==> src/rtl/alu_flag_wb.sv <==
// ALU writeback stage: condition check against the NZCV flag register, a 2-entry result FIFO, and an optional squash counter.
// Optional feature macro: ALU_WB_STATS_EN (enables the saturating cond_fail_cnt counter).
module alu_flag_wb #(
  parameter int WIDTH = 4,
  parameter int RD_W  = 3
) (
  input  logic             clk,
  input  logic             rst_n,
  input  logic             in_valid,
  output logic             in_ready,
  input  logic [WIDTH-1:0] in_result,
  input  logic             in_n,
  input  logic             in_z,
  input  logic             in_c,
  input  logic             in_v,
  input  logic             in_set_flags,
  input  logic [3:0]       in_cond,
  input  logic [RD_W-1:0]  in_rd,
  output logic             out_valid,
  input  logic             out_ready,
  output logic [WIDTH-1:0] out_data,
  output logic [RD_W-1:0]  out_rd,
  output logic [3:0]       flags,
  output logic [7:0]       cond_fail_cnt
);

  localparam int DEPTH = 2;

  logic [WIDTH-1:0] data_mem_reg [DEPTH];
  logic [RD_W-1:0]  rd_mem_reg   [DEPTH];
  logic             wr_ptr_reg;
  logic             rd_ptr_reg;
  logic [1:0]       count_reg;
  logic [1:0]       count_next;
  logic             ready_en_reg;
  logic [3:0]       flags_reg;
  logic [DEPTH-1:0] wr_en;
  logic             fn, fz, fc, fv;
  logic             cond_pass;
  logic             accept;
  logic             push;
  logic             pop;

  assign {fn, fz, fc, fv} = flags_reg;

  always_comb begin
    cond_pass = 1'b0;
    case (in_cond)
      4'd0:    cond_pass = fz;
      4'd1:    cond_pass = !fz;
      4'd2:    cond_pass = fc;
      4'd3:    cond_pass = !fc;
      4'd4:    cond_pass = fn;
      4'd5:    cond_pass = !fn;
      4'd6:    cond_pass = fv;
      4'd7:    cond_pass = !fv;
      4'd8:    cond_pass = fc && !fz;
      4'd9:    cond_pass = !fc || fz;
      4'd10:   cond_pass = (fn == fv);
      4'd11:   cond_pass = (fn != fv);
      4'd12:   cond_pass = !fz && (fn == fv);
      4'd13:   cond_pass = fz || (fn != fv);
      4'd14:   cond_pass = 1'b1;
      default: cond_pass = 1'b0;
    endcase
  end

  // in_ready stays low until the first clock edge after reset release.
  assign in_ready  = ready_en_reg && (count_reg < 2'd2);
  assign out_valid = (count_reg != 2'd0);
  assign accept    = in_valid && in_ready;
  assign push      = accept && cond_pass;
  assign pop       = out_valid && out_ready;

  always_comb begin
    count_next = count_reg;
    case ({push, pop})
      2'b10:   count_next = count_reg + 2'd1;
      2'b01:   count_next = count_reg - 2'd1;
      default: count_next = count_reg;
    endcase
  end

  generate
    for (genvar gi = 0; gi < DEPTH; gi++) begin : g_wr_en
      assign wr_en[gi] = push && (wr_ptr_reg == 1'(gi));
    end
  endgenerate

  always_ff @(posedge clk or negedge rst_n) begin
    if (!rst_n) begin
      for (int i = 0; i < DEPTH; i++) begin
        data_mem_reg[i] <= '0;
        rd_mem_reg[i]   <= '0;
      end
    end else begin
      for (int i = 0; i < DEPTH; i++) begin
        if (wr_en[i]) begin
          data_mem_reg[i] <= in_result;
          rd_mem_reg[i]   <= in_rd;
        end
      end
    end
  end

  always_ff @(posedge clk or negedge rst_n) begin
    if (!rst_n) begin
      wr_ptr_reg   <= 1'b0;
      rd_ptr_reg   <= 1'b0;
      count_reg    <= 2'd0;
      ready_en_reg <= 1'b0;
      flags_reg    <= 4'b0000;
    end else begin
      ready_en_reg <= 1'b1;
      count_reg    <= count_next;
      if (push) begin
        wr_ptr_reg <= !wr_ptr_reg;
      end
      if (pop) begin
        rd_ptr_reg <= !rd_ptr_reg;
      end
      if (push && in_set_flags) begin
        flags_reg <= {in_n, in_z, in_c, in_v};
      end
    end
  end

  assign out_data = out_valid ? data_mem_reg[rd_ptr_reg] : '0;
  assign out_rd   = out_valid ? rd_mem_reg[rd_ptr_reg] : '0;
  assign flags    = flags_reg;

`ifdef ALU_WB_STATS_EN
  logic [7:0] fail_cnt_reg;

  always_ff @(posedge clk or negedge rst_n) begin
    if (!rst_n) begin
      fail_cnt_reg <= 8'd0;
    end else if (accept && !cond_pass && (fail_cnt_reg != 8'hFF)) begin
      fail_cnt_reg <= fail_cnt_reg + 8'd1;
    end
  end

  assign cond_fail_cnt = fail_cnt_reg;
`else
  assign cond_fail_cnt = 8'd0;
`endif

endmodule
==> config.mk <==
export PLATFORM = sky130hd
export DESIGN_NAME = alu_flag_wb
export DESIGN_NICKNAME = d
export VERILOG_FILES = /design/src/rtl/alu_flag_wb.sv
export SDC_FILE = /design/constraint.sdc
export NUM_CORES = 1
export LEC_CHECK = 0
export BUFFER_PORTS_ARGS = -buffer_cell sky130_fd_sc_hd__buf_2
export CAP_MARGIN = 20
export CORE_MARGIN = 3
export CORE_UTILIZATION = 55
export CTS_BUF_LIST = sky130_fd_sc_hd__clkbuf_2 sky130_fd_sc_hd__clkbuf_4 sky130_fd_sc_hd__clkbuf_8
export CTS_CLUSTER_SIZE = 28
export DETAILED_ROUTE_END_ITERATION = 8
export MAX_ROUTING_LAYER = met4
export PLACE_DENSITY = 0.79
export SYNTH_ARGS = -nofsm -noshare
export SYNTH_HDL_FRONTEND = slang
export SYNTH_SLANG_ARGS = --single-unit
==> constraint.sdc <==
create_clock -name clk -period 4.6 [get_ports clk]
set_input_delay 0.92 -clock clk [delete_from_list [all_inputs] [get_ports clk]]
set_output_delay 0.92 -clock clk [all_outputs]
set_load 0.02 [all_outputs]
==> flow_summary.ini <==
[sta]
finClkSkew_ps = 18.28
tightest_slew_ps = 983.7
final_hold_viol_count = 0
layout_setup_ws_ps = 1730
post-route-period-util_pct = 62.40
period_needed_ps = 2870
fmax_mhz = 348.4
rsz0062_at_grt = no
slew_violations = 0
setup_viol_count_final = 0
setup_tns_ps = 0
slew_headroom_pct = 34.42

[placement]
routabilityCongestion = 0.8402
place_inst = 248
place_ws_ps = 1401
io_buffers = 32
hpwl_um = 2744
postPlaceCellArea_sq_mm = 0.001814

[worst_setup_path]
r2r_slack_ps = 2000
cp-end-kind = flip-flop
cp_slowest_cell = a21boi_4
cp_top_family = compound AO/OA/AOI/OAI gates
crit_top_cell = nand2b_1
path_buf_inv = 2
crit_type = input pin to flip-flop
worstReg2RegEnd = count_reg[1]
required_ps = 4860
r2r_cells = 8
worstPathMaxFanout = 21
critPathLaunchType = input pin
crit-reg2reg-launch = flags[2]
crit_arrival_ps = 3130
max_stage_delay_ps = 610
worstPathCellList = buf_2 > nand2b_1 > and3_1 > o21ai_1 > buf_4 > a21boi_4 > nand2b_1 > ha_1 > nor2_1 > xor2_1

[clock_network]
post_cts_resized = 0
cts.sinks = 23
clk_path_buf_depth = 2
postCtsHoldBufs = 0
cts_setup_buffers = 0
htree_levels = 1
root_buffer = clkbuf_4
cts_buffers = 3
worstSkewPairLatency_ps = 320
cts.clk_slew.worst_paths_ps = 140
cts_tree = done

[cells_and_area]
num_antenna_cells = 0
fin_cells = 252
design_area_sq_mm = 0.001844
synthToLayoutAreaGrowth_pct = 7.356
fillers = 247
final_nets = 232
drive_gt1_share_pct = 29.05
largest_reg_flops = 8

[floorplan]
io_pins = 41
core_area_sq_mm = 0.002877
die_y_um = 61.89
fp.dieW_um = 61.89
rows = 19
start_util_pct = 59.72
die-area_sq_mm = 0.003830

[logic_synthesis]
synth_top_area_share_pct = 33.50
synthTopCellsByCount = nand2_1, dfrtp_1, o211ai_2
synth_area_leaders = dfrtp_1, o211ai_2, nand2_1, o211ai_1, mux2i_1
synthArstFlopShare_pct = 100.0
synth_area_sq_mm = 0.001718
synth-edff-count = 0
syn_avg_cell_area_sq_um = 9.138
synth.most_common_cell = nand2_1
ys_types = 38
synth.yosys.seq_area_share_pct = 33.50
synth.largest_area_cell = dfrtp_1
syn_inst = 188
ys_warn_count = 0
synth_top_flop_cell = dfrtp_1
synth-seq-cells = 23

[global_route]
overflow = 0
grt_pass1_vias = 1369
grt_pass1_wl_um = 6127
grt_use_met2_pct = 35.72
grt_busiest_layer = met2
grt_usage_pct = 21.91
gr-usage-met1_pct = 28.35
met3_usage_pct = 4.339
antenna_found_initial = 0
grt_max_degree = 24

[routing]
ant_nets = 0
drtPass1Iterations = 4
finalWirelength_um = 3776
drc = 0
wl_per_cell_um = 14.98
vias = 1496
dr.first_iter.drc_count = 51
drt-vias-per-instance = 5.937

[run]
max_cap_viol_count = 0

[power]
p_seq_share_pct = 37.8
power_switching_mw = 0.4219
sw_frac_of_total_pct = 46.44
intPower_mw = 0.4865
leakagePower_nw = 0.8145
ir_drop_uv = 314.0
power_frac_comb_pct = 51.1
power.density_mw_per_mm2 = 492.6
clkPwrFrac_pct = 11.2

[outcome]
outcome = finished clean

[hold_path]
holdPathStages = 1
worstHoldStart = count_reg[1]
hold_path_class = flip-flop to flip-flop
hold_path_end = count_reg[1]
-- per-stage QoR --
step                power, mW  hold slack, ps  utilization, %
global placement       0.7905           483.3           63.07
global route           0.9777           523.5           64.11
finish                 0.9085           504.9           64.11
CTS                    0.9127           505.1           64.11
detailed placement     0.8100           487.1           63.07
floorplan              0.6904           464.1               -
-- cell type report --
class / instances / area [sq um] / area share [%]
multi-input cells: 148 / 1011 / 54.82
flip-flops and latches: 23 / 575.6 / 31.21
repair buffers: 33 / 167.7 / 9.091
well taps: 42 / 52.55 / 2.849
clock buffers: 4 / 30.03 / 1.628
inverters: 2 / 7.507 / 0.4071
-- cells by family (layout without fill, tap and decap cells) --
logic type                 count (synthesis)  count (layout)  share of synthesized area [%]
AOI/OAI and AO/OA                         49              49                          28.70
DFF                                       23              23                          33.50
adders and majority gates                  1               1                         0.7282
other                                      2               9                         0.4372
and+or+nand+nor                           77              77                          20.83
buffers and inverters                     24              39                          9.176
xor gates and xnor gates                   5               5                          2.550
muxes                                      7               7                          4.079
-- metal layers --
| layer | vias to the layer above | share of wire, % |
|---|---|---|
| met5 | - | 0 |
| met2 | 60 | 49 |
| met3 | 3 | 5.5 |
| met4 | 0 | 0.40 |
| met1 | 726 | 45 |
| li1 | 707 | - |
-- cells in the final DEF, fill, tap and decap left out, types with 2 or more instances in the layout --
cell type | synthesis | layout
xor2_1 | 2 | 2
and3_1 | 2 | 2
nand2b_1 | 7 | 7
inv_1 | 2 | 2
o211ai_1 | 19 | 19
conb_1 | 2 | 9
o211ai_2 | 20 | 20
nor2_1 | 12 | 12
and2_1 | 2 | 2
clkbuf_4 | 0 | 4
buf_2 | 3 | 32
dfrtp_1 | 23 | 23
nor2b_1 | 6 | 6
nand2_1 | 40 | 40
xnor2_1 | 3 | 3
mux2i_1 | 7 | 7
-- how the worst max path moves through the flow --
stage	slack, ps	depth (start not counted)	startpoint	endpoint
floorplan	1930	9	in_cond[3]	count_reg[1]
global placement	1450	10	in_cond[1]	count_reg[1]
detailed placement	1400	10	in_cond[1]	count_reg[1]
CTS	1730	10	in_cond[1]	count_reg[1]
global route	1580	10	in_cond[1]	count_reg[1]
finish	1730	10	in_cond[1]	count_reg[1]
-- power by group through the flow --
stage          clock [mW]  sequential [mW]  combinational [mW]
6_report            0.101            0.343               0.464
5_1_grt             0.109            0.351               0.518
4_1_cts             0.104            0.341               0.468
3_5_place_dp            0            0.345               0.465
3_3_place_gp            0            0.341               0.449
2_1_floorplan           0            0.320               0.371
Note: power is estimated with default switching activity, not from simulation.
